<file path="src/rtl/fp_mult.sv">
// Three-stage IEEE-754 binary32 multiplier: unpack/classify, mantissa multiply,
// normalise/round/pack. Denormal inputs flush to zero; one canonical NaN.
module fp_mult (
  input  logic        clock,
  input  logic        reset,
  input  logic [31:0] dataA,
  input  logic [31:0] dataB,
  output logic [31:0] result
);

  // Zero is encoded as 0 so that cleared pipeline registers yield a +0 result.
  typedef enum logic [1:0] {
    CLS_ZERO = 2'd0,
    CLS_NORM = 2'd1,
    CLS_INF  = 2'd2,
    CLS_NAN  = 2'd3
  } cls_e;

  localparam logic [31:0] CANON_NAN = 32'h7F80_0001;

  // ---------------- stage 1: unpack and classify ----------------
  logic [7:0]  exp_a, exp_b;
  logic [22:0] frac_a, frac_b;
  logic        a_nan, b_nan, a_inf, b_inf, a_zero, b_zero;
  cls_e        cls_d;

  assign exp_a  = dataA[30:23];
  assign exp_b  = dataB[30:23];
  assign frac_a = dataA[22:0];
  assign frac_b = dataB[22:0];
  assign a_nan  = (&exp_a) & (|frac_a);
  assign b_nan  = (&exp_b) & (|frac_b);
  assign a_inf  = (&exp_a) & ~(|frac_a);
  assign b_inf  = (&exp_b) & ~(|frac_b);
  assign a_zero = ~(|exp_a);
  assign b_zero = ~(|exp_b);

  // NOTE: combinational blocks use blocking assignments and set every output
  // to a default first, so no path can leave a value held (no latch).
  always_comb begin
    cls_d = CLS_NORM;
    if (a_nan || b_nan)                          cls_d = CLS_NAN;
    else if ((a_inf && b_zero) || (b_inf && a_zero)) cls_d = CLS_NAN;
    else if (a_inf || b_inf)                     cls_d = CLS_INF;
    else if (a_zero || b_zero)                   cls_d = CLS_ZERO;
  end

  logic               s1_sign;
  logic signed [9:0]  s1_exp;
  logic [23:0]        s1_mant_a, s1_mant_b;
  cls_e               s1_cls;

  // NOTE: sequential state uses non-blocking assignments only; the synchronous
  // reset clears every pipeline register so no stale operation can surface.
  always_ff @(posedge clock) begin
    if (reset) begin
      s1_sign   <= 1'b0;
      s1_exp    <= '0;
      s1_mant_a <= '0;
      s1_mant_b <= '0;
      s1_cls    <= CLS_ZERO;
    end else begin
      s1_sign   <= dataA[31] ^ dataB[31];
      s1_exp    <= $signed({2'b00, exp_a} + {2'b00, exp_b} - 10'd127);
      s1_mant_a <= {1'b1, frac_a};
      s1_mant_b <= {1'b1, frac_b};
      s1_cls    <= cls_d;
    end
  end

  // ---------------- stage 2: mantissa product ----------------
  logic               s2_sign;
  logic signed [9:0]  s2_exp;
  logic [47:0]        s2_prod;
  cls_e               s2_cls;

  always_ff @(posedge clock) begin
    if (reset) begin
      s2_sign <= 1'b0;
      s2_exp  <= '0;
      s2_prod <= '0;
      s2_cls  <= CLS_ZERO;
    end else begin
      s2_sign <= s1_sign;
      s2_exp  <= s1_exp;
      s2_prod <= s1_mant_a * s1_mant_b;
      s2_cls  <= s1_cls;
    end
  end

  // ---------------- stage 3: normalise, round, pack ----------------
  logic [22:0]       frac_n;
  logic              guard, rnd, sticky, round_up;
  logic signed [9:0] exp_n, exp_r;
  logic [23:0]       frac_r;
  logic [31:0]       result_d;

  always_comb begin
    if (s2_prod[47]) begin
      frac_n = s2_prod[46:24];
      guard  = s2_prod[23];
      rnd    = s2_prod[22];
      sticky = |s2_prod[21:0];
      exp_n  = s2_exp + 10'sd1;
    end else begin
      frac_n = s2_prod[45:23];
      guard  = s2_prod[22];
      rnd    = s2_prod[21];
      sticky = |s2_prod[20:0];
      exp_n  = s2_exp;
    end
    // Ties go to the even fraction: round up on an exact half only if LSB is 1.
    round_up = guard & (rnd | sticky | frac_n[0]);
    frac_r   = {1'b0, frac_n} + 24'(round_up);
    // A carry out of the fraction leaves frac_r[22:0] all zero: just bump exp.
    exp_r    = frac_r[23] ? exp_n + 10'sd1 : exp_n;

    result_d = {s2_sign, exp_r[7:0], frac_r[22:0]};
    case (s2_cls)
      CLS_NAN:  result_d = CANON_NAN;
      CLS_INF:  result_d = {s2_sign, 8'hFF, 23'h0};
      CLS_ZERO: result_d = {s2_sign, 31'h0};
      default: begin
        if (exp_r >= 10'sd255)    result_d = {s2_sign, 8'hFF, 23'h0};
        else if (exp_r <= 10'sd0) result_d = {s2_sign, 31'h0};
      end
    endcase
  end

  always_ff @(posedge clock) begin
    if (reset) result <= '0;
    else       result <= result_d;
  end

endmodule

</file>
<file path="config.mk">
export PLATFORM = sky130hd
export DESIGN_NAME = fp_mult
export DESIGN_NICKNAME = d
export VERILOG_FILES = /design/src/rtl/fp_mult.sv
export SDC_FILE = /design/constraint.sdc
export NUM_CORES = 2
export LEC_CHECK = 0
export CORE_MARGIN = 4
export CORE_UTILIZATION = 40
export CTS_BUF_LIST = sky130_fd_sc_hd__clkbuf_4
export CTS_CLUSTER_DIAMETER = 50
export DETAILED_ROUTE_END_ITERATION = 10
export PLACE_DENSITY_LB_ADDON = 0.1
export REMOVE_ABC_BUFFERS = 1
export SLEW_MARGIN = 20
export SYNTH_ARGS = -nofsm -noshare
export SYNTH_HDL_FRONTEND = slang
export SYNTH_SLANG_ARGS = --single-unit
export TNS_END_PERCENT = 20
</file>
<file path="constraint.sdc">
create_clock -name clock -period 9.5 [get_ports clock]
set_input_delay 1.9 -clock clock [delete_from_list [all_inputs] [get_ports clock]]
set_output_delay 1.9 -clock clock [all_outputs]
set_load 0.05 [all_outputs]
</file>
# [Yosys cells after proc, flatten, opt, wreduce, memory -nomap -nowiden]
# Cells that the tools add are included.
[classes] mux=15 order_cmp=2 eq_ne=2 multipliers=1 n_reduce_logical=15 bitwise=12 add_sub_neg=5
[op_table] operator="case mux 32 bit (3 select lines)" n=1
[op_table] operator="two-way mux 31 bit" n=2
[op_table] operator="multiplier 24 x 24 -> 48 bit" n=1
[op_table] operator="two-way mux 24 bit" n=2
[op_table] operator="OR reduction 23 bit" n=2
[op_table] operator="adder 23 x 1 -> 24 bit" n=1
[op_table] operator="two-way mux 23 bit" n=1
[op_table] operator="OR reduction 22 bit" n=1
[op_table] operator="OR reduction 21 bit" n=1
[op_table] operator="adder 10 x 2 -> 10 bit (second input constant)" n=2
[op_table] operator="two-way mux 10 bit" n=2
[op_table] operator="AND reduction 8 bit" n=2
[op_table] operator="OR reduction 8 bit" n=2
[op_table] operator="greater-or-equal comparator 10 x 9 -> 1 bit (second input constant)" n=1
[op_table] operator="less-or-equal comparator 10 x 1 -> 1 bit (second input constant)" n=1
[op_table] operator="subtractor 9 x 7 -> 10 bit (second input constant)" n=1
[op_table] operator="adder 8 x 8 -> 9 bit" n=1
[op_table] operator="two-way mux 2 bit" n=3
[op_table] operator="bitwise AND 1 bit" n=5
[op_table] operator="== test 2 bit (second input constant)" n=2
[op_table] operator="logical OR 1 bit" n=4
[op_table] operator="two-way mux 1 bit" n=4
[op_table] operator="inverter 1 bit" n=4
[op_table] operator="logical AND 1 bit" n=2
[op_table] operator="3 further kinds" n=4
[totals] wordCells=64 out_inout_bits=32 inputBits=66 ff_bits=154

# [Longest topological paths before layout]
[depth] ltp_word=11 mapped_depth=26 depth_no_buf=24

# [Least setup slack after synthesis]
# No wires, ideal clock.
[synth_path] path_kind="register -> register" startpoint="register s1_mant_b[3]" endpoint="register s2_prod[36]" setup_ns=0.134 arrival_time_ns=6.607 synth_period_minus_slack_ns=6.741 t_required_ns=9.366 path_buffers=1 path_stages_with_launch=26 setup_slack_ns=2.759 path_cell_list="dfxtp_1 > clkbuf_1 > nand2_1 > fa_1 > inv_1 > fa_1 > inv_1 > fa_1 > inv_1 > fa_1 > inv_1 > fa_1 > inv_1 > fa_1 > inv_1 > fa_1 > inv_1 > ha_1 > nand4_1 > o31ai_1 > a31oi_1 > o21ai_0 > o21ai_0 > o211ai_1 > and4b_1 > or4_1"
[synth_between] elab_chain_len=1
[synth_lines] item="start, declared" line="50" rtl="logic [23:0] s1_mant_a, s1_mant_b;"
[synth_lines] item="start signal, assigned" line="66" rtl="s1_mant_b <= {1'b1, frac_b};"
[synth_lines] item="multiplier 24 x 24 -> 48 bit" line="86" rtl="s2_prod <= s1_mant_a * s1_mant_b;"
[synth_lines] item="end signal, assigned" line="86"
[synth_lines] item="end, declared" line="74" rtl="logic [47:0] s2_prod;"
# Every way passes these cells.
# A chain may end at the register's enable or synchronous reset.

# [Worst setup path in the final report]
[layout_path] startpoint="register s1_mant_a[10]" endpoint="register s2_prod[36]"
[layout_between] elab_chain_len=1
[layout_lines] item="start, declared" line="50"
[layout_lines] item="start signal, assigned" line="65" rtl="s1_mant_a <= {1'b1, frac_a};"
[layout_lines] item="multiplier 24 x 24 -> 48 bit" line="86"
# Every way passes these cells.

==> out/results.ini <==
[global_routing]
grt_max_degree=76
antenna_found_initial=3
grt_usage_pct=22.3
grt_pass1_wl_mm=116
grt-ovfl-total=0
grt_pass1_vias=19967

[critical_path]
arrival_ns=8.62
start_kind=flop
cpMaxStageDelayCell=dfxtp_1
worstSetupPathType=flop to flop
worst_setup_path_end_kind=flop
crit_path_frequent_cell=fa_1
cp_top_family=adder cells
worst-path-buf-inv=6
critPathMaxFanout=17
cp_num_cells=23
crit_chain=buf_4 -> nand2_1 -> fa_1 -> fa_1 -> inv_1 -> fa_1 -> inv_1 -> fa_1 -> inv_1 -> fa_1 -> fa_1 -> inv_1 -> fa_1 -> inv_1 -> ha_1 -> a21oi_1 -> o31ai_1 -> a31oi_1 -> o21ai_0 -> o21ai_0 -> o211ai_1 -> and4b_1 -> or4_1
max_stage_delay_ns=0.97
crit_required_ns=10.00
reg2reg_depth=23

[synth]
synth_ff_type=dfxtp_1
ys_types=65
synthCells=2832
syn_area_sq_mm=0.0253
synth.area.top_cells=fa_1, dfxtp_1, ha_1
ys_seq_area_share_pct=12.1
synth_warnings=0
async_flop_share_pct=0
ys_ff_latch=153
yosysTopAreaCell=fa_1
synth-edff-count=0
synth.avg_cell_area_sq_um=8.94
netlist.area_leader.share_pct=38.2

[clocking]
clk_pin_slew_ns=0.15
cts_tree=done
clk_path_buf_depth=2
ctsHoldBuffers=0
clk_latency_ns=0.63
clockRootBuffer=clkbuf_4
cts_buffers=17
htree_levels=4
cts_resized=0
cts_num_sinks=153
cts_setup_buffers=0

[route]
viasPerCell=5.07
vias=18782
drt_iter0_drc=1064
route.detailed.drc=0
drtPass1Iterations=5
wirelength_mm=72.9
post_drt_wl_per_cell_microns=19.7
antenna_left=0

[timing]
finalSetupViolCount=0
rsz0062_at_grt=no
fin_crit_ns=8.12
worst_slew_pin_slew_ns=1.17
finClkSkew_ns=0.0425
setup_ws_ns=1.38
fin_crit_sh_pct=85.5
fmax_mhz=123
final-max-slew-violation-count=0
fin_tns_setup_ns=0
max_slew_margin_pct=21.7
hold_viol=0
holdWs_ns=0.453

[floorplanning]
die_y_microns=260
die_area_sq_mm=0.0674
die_x_microns=260
core_area_sq_mm=0.0622
io_pins=98
initial_core_util_pct=40.7
rows=91

[placed_design]
place_ws_ns=1.45
gp_congestion=0.886
hpwlAfterDp_mm=56.9
placed_cells=3670
port_buffers=97

[power]
intPower_mw=2.01
peakVddDrop_uv=151
leakage_nw=12.9
cellPowerDensity_mw_per_mm2=151
total_power_mw=4.15
seqPwrFrac_pct=21.2
pwr-share-comb_pct=67.6
switchingPower_mw=2.14
pwr-share-clk_pct=11.1
sw_frac_of_total_pct=51.5

[job]
drv_cap=0

[finish]
layout_commonest_cell=inv_1
drive_gt1_share_pct=3.53
nets=3594
fill_cells=6197
fin_cells=3705
syn_to_final_growth_pct=8.39
layout_common_cells=inv_1, fa_1, nand2_1

[outcome]
status=finished, final reports clean

[min_path]
hp-class=flop to flop
hold_depth=1

==> layout make-up <==
class                      instances  area [sq um]  share of cell area [%]
tap                              837          1050                    3.82
clock buffer                      17           128                   0.465
inverter                         560          2100                    7.66
sequential                       153          3080                    11.2
multi-input combinational       1982         19600                    71.5
timing repair buffer             138          1280                    4.67
clock inverter                    15           186                   0.680
antenna                            3          7.51                  0.0274
==> flip-flops by register name, indices dropped and copies added, names as in the netlist <==
name,count
result,32
s1_cls,2
s1_exp,10
s1_mant_a,24
s1_mant_b,23
s1_sign,1
s2_cls,2
s2_exp,10
s2_prod,48
s2_sign,1
==> kinds of logic (layout without fill, tap and decap cells) <==
kind of cell,Yosys count,in the layout,synth area share (%)
xor+xnor,91,91,3.15
buf+inv,697,730,10.5
simple gates,972,972,19.8
fa+ha+maj,676,676,47.8
other cells,0,3,0
flops,153,153,12.1
mux,23,23,0.949
compound gates,220,220,5.83
==> worst paths after layout <==
kind                 startpoint           to  slack, ns
setup / recovery  s1_mant_a[10]  s2_prod[36]       1.38
hold / removal        s1_cls[0]    s2_cls[0]       0.45
setup reg to reg  s1_mant_a[10]  s2_prod[36]       1.38
hold reg to reg       s1_cls[0]    s2_cls[0]       0.45
==> cell usage after synthesis (5+ instances only) <==
library cell,n
a2111oi_0,8
a211oi_1,15
a21o_1,24
a21oi_1,59
a31oi_1,8
and2_1,313
and3_1,15
buf_2,6
clkbuf_1,124
dfxtp_1,153
fa_1,483
ha_1,193
inv_1,559
mux2_2,8
mux2i_1,15
nand2_1,335
nand3_1,27
nand4_1,26
nor2_1,91
nor2b_1,74
nor3_1,29
nor4_1,26
o211ai_1,9
o21a_1,6
o21ai_0,42
o21bai_1,10
o2bb2ai_1,5
o31ai_1,9
or3_1,5
xnor2_1,54
xor2_1,37
==> power groups by stage <==
stage / logic, mW / clock network [mW] / registers (mW)
finish: 2.81 / 0.462 / 0.881
global route: 3.19 / 0.505 / 0.893
CTS: 2.80 / 0.482 / 0.878
detailed placement: 2.78 / 0 / 0.892
global placement: 2.77 / 0 / 0.889
floorplan: 1.96 / 0 / 0.861
==> worst register-to-register path, cell delays in order, from the launching register on <==
cell	delay, ns
dfxtp_1	0.97
buf_4	0.30
nand2_1	0.09
fa_1	0.54
fa_1	0.54
inv_1	0.05
fa_1	0.49
inv_1	0.06
fa_1	0.53
inv_1	0.05
fa_1	0.45
fa_1	0.50
inv_1	0.05
fa_1	0.48
inv_1	0.04
ha_1	0.37
a21oi_1	0.30
o31ai_1	0.13
a31oi_1	0.15
o21ai_0	0.20
o21ai_0	0.76
o211ai_1	0.23
and4b_1	0.23
or4_1	0.52
==> per-stage QoR <==
| step | area, sq um | util [%] |
|---|---|---|
| finish | 27400 | 44.1 |
| floorplan | 24800 | - |
| detailed placement | 27100 | 43.6 |
| CTS | 27400 | 44.1 |
| global placement | 27100 | 43.6 |
| global route | 27400 | 44.1 |
==> routing by layer <==
layer / up-vias / share of wire (%) / GRT usage (%)
met5: - / 0 / 0
met4: 0 / 1.9 / 4.57
met3: 75 / 5.1 / 2.94
met2: 515 / 46 / 36.2
met1: 9528 / 47 / 32.1
li1: 8664 / - / -
(Power assumes the default switching activity.)
==> RTL edit (config.mk and constraints unchanged) <==
Make the reset (`reset`) asynchronous in 3 clocked blocks.
--- a/src/rtl/fp_mult.sv
+++ b/src/rtl/fp_mult.sv
@@ -52,7 +52,7 @@
 
   // NOTE: sequential state uses non-blocking assignments only; the synchronous
   // reset clears every pipeline register so no stale operation can surface.
-  always_ff @(posedge clock) begin
+  always_ff @(posedge clock or posedge reset) begin
     if (reset) begin
       s1_sign   <= 1'b0;
       s1_exp    <= '0;
@@ -74,7 +74,7 @@
   logic [47:0]        s2_prod;
   cls_e               s2_cls;
 
-  always_ff @(posedge clock) begin
+  always_ff @(posedge clock or posedge reset) begin
     if (reset) begin
       s2_sign <= 1'b0;
       s2_exp  <= '0;
@@ -127,7 +127,7 @@
     endcase
   end
 
-  always_ff @(posedge clock) begin
+  always_ff @(posedge clock or posedge reset) begin
     if (reset) result <= '0;
     else       result <= result_d;
   end
Function: changed (a bounded check fails within 4 cycles, from zero or initial values and one cycle with reset high; the reset may be asserted at any time).
==> RTL edit against the unedited design <==
- sequential cell count unchanged
- worst setup slack got worse by 0.19 ns
- design area fell by 1.4%
- clock skew down 0.014 ns
- synthesized area decreased by 1.1%
- wire length decreased by 4.7%
- critical path depth stayed put
- first-iteration DRC count is 11% lower
- die area decreased by 1.0%
- largest cell class unchanged
- highest routed layer unchanged
Power is left out: the tool's default activity adds up to more than one toggle a clock period on the data nets, which glitch-free logic cannot reach.
==> RTL edit: results (changes against the unedited design) <==
metric	value	unit	change
cts.htree.levels	4		unchanged
numCtsBuffers	17		unchanged
first_pass_iters	5		unchanged
worstHoldEndpoint	s2_exp[1]		
synth_cell_types	64		-1.5%
post_drt_wl_per_cell	19.8	µm	+0.70%
gp_congestion	0.839		-5.3%
timing.hold.ws	0.362	ns	-0.0915 ns
drt-met1-wl	29200	µm	-15%
reg.largest.list	s2_prod: 48 flops, result: 32 flops, s1_mant_a: 24 flops		
wl_met3	2070	µm	-44%
met2_length	36800	µm	+9.5%
num_vias	17800		-5.1%
grt_pass1_wl	111000	µm	-4.5%
met1_usage	28.0	%	-4.2 points
io_buffer_count	97		unchanged
max_stage_delay	0.90	ns	-0.07 ns
ys_seq_area_share	15.3	%	+3.2 points
drive_above_1_share	3.11	%	-0.42 points
clock_latency	0.60	ns	-0.03 ns
fillers	6108		-1.4%
synth_top_cells_by_count	inv_1 (565), fa_1 (483), nand2_1 (326)		
worstHoldStart	s1_exp[1]		
post-cts-setup-buffers	0		unchanged
synth_area_leaders	fa_1 (39%), dfrtp_1 (15%), ha_1 (9.6%)		
worstPathMaxFanout	15		-2
worstMarginPinSlew	1.12	ns	-0.0579 ns
ys.flop_type	dfrtp_1		
finalClockSkew	0.0285	ns	-0.0140 ns
drtIter0Drc	952		-11%
r2r-end	s2_prod[39]		
arrival	8.79	ns	+0.17 ns
reg2regPathDepth	23		unchanged
final_nets	3399		-5.4%
slowest_stage	dfrtp_1		
antenna_found_initial	2		-1
grt_start_max_net_pins	78		+2.6%
hp-class	reg2reg		
ctsResizeCount	0		unchanged
clkTransAtPathRegs	0.13	ns	-0.02 ns
met3_usage	1.60	%	-1.3 points
min_path_cells	0		-1
worst_r2r_startpoint	s1_mant_b[18]		
synth_warnings	0		unchanged
top_layer	met4		
async_flop_share	100	%	+100 points
use_met2	39.3	%	+3.1 points
grt_pass1_vias	19500		-2.5%
r2r_slack	1.19	ns	-0.19 ns
clk_path_buf_depth	2		unchanged
dp_hpwl	54900	µm	-3.5%
status	completed		
cts-root-buf	clkbuf_4		
grt_use_total	21.5	%	-0.85 points
RTL edit: cell families after synthesis:
group           share of synthesized area (%)
flops                                    15.3
compound gates                           5.30
fa+ha+maj                                48.3
xor+xnor                                 3.53
simple gates                             16.6
buf+inv                                  10.3
other cells                            0.0150
mux                                     0.660
RTL edit: area by class of cell:
class,count,area (µm²),share of cell area [%]
multi-input cells,1804,18600,68.9
flip-flops and latches,153,3840,14.2
inverters,566,2130,7.87
repair buffers,115,1110,4.10
well taps,837,1050,3.87
clock buffers,20,150,0.555
clock inverters,12,143,0.527
diodes,1,2.50,0.00925
RTL edit: stage by stage:
step / worst slack (ns) / instances / area (µm²) / utilization, %
floorplan: 2.49 / 2523 / 24600 / -
global placement: 1.17 / 3475 / 26700 / 43.2
detailed placement: 1.19 / 3475 / 26700 / 43.2
CTS: 1.15 / 3507 / 27000 / 43.7
global route: 0.732 / 3508 / 27000 / 43.7
finish: 1.19 / 3508 / 27000 / 43.7
RTL edit: critical path: cells and delay by family (launching register included):
family,cells,cell delay [ns]
AOI/OAI and AO/OA,7,2.02
DFF,1,0.90
buffers and inverters,5,0.70
and+or+nand+nor,2,0.44
xor gates and xnor gates,1,0.17
adders and majority gates,8,3.94
RTL edit: worst max path at each step:
stage	start	end	cells past startpoint
after floorplan	s1_mant_a[23]	s2_prod[45]	22
after global placement	s1_mant_b[15]	s2_prod[39]	22
after detailed placement	s1_mant_b[18]	s2_prod[39]	23
after CTS	s1_mant_b[18]	s2_prod[39]	23
after global routing	s1_mant_b[3]	s2_prod[39]	24
final	s1_mant_b[18]	s2_prod[39]	23
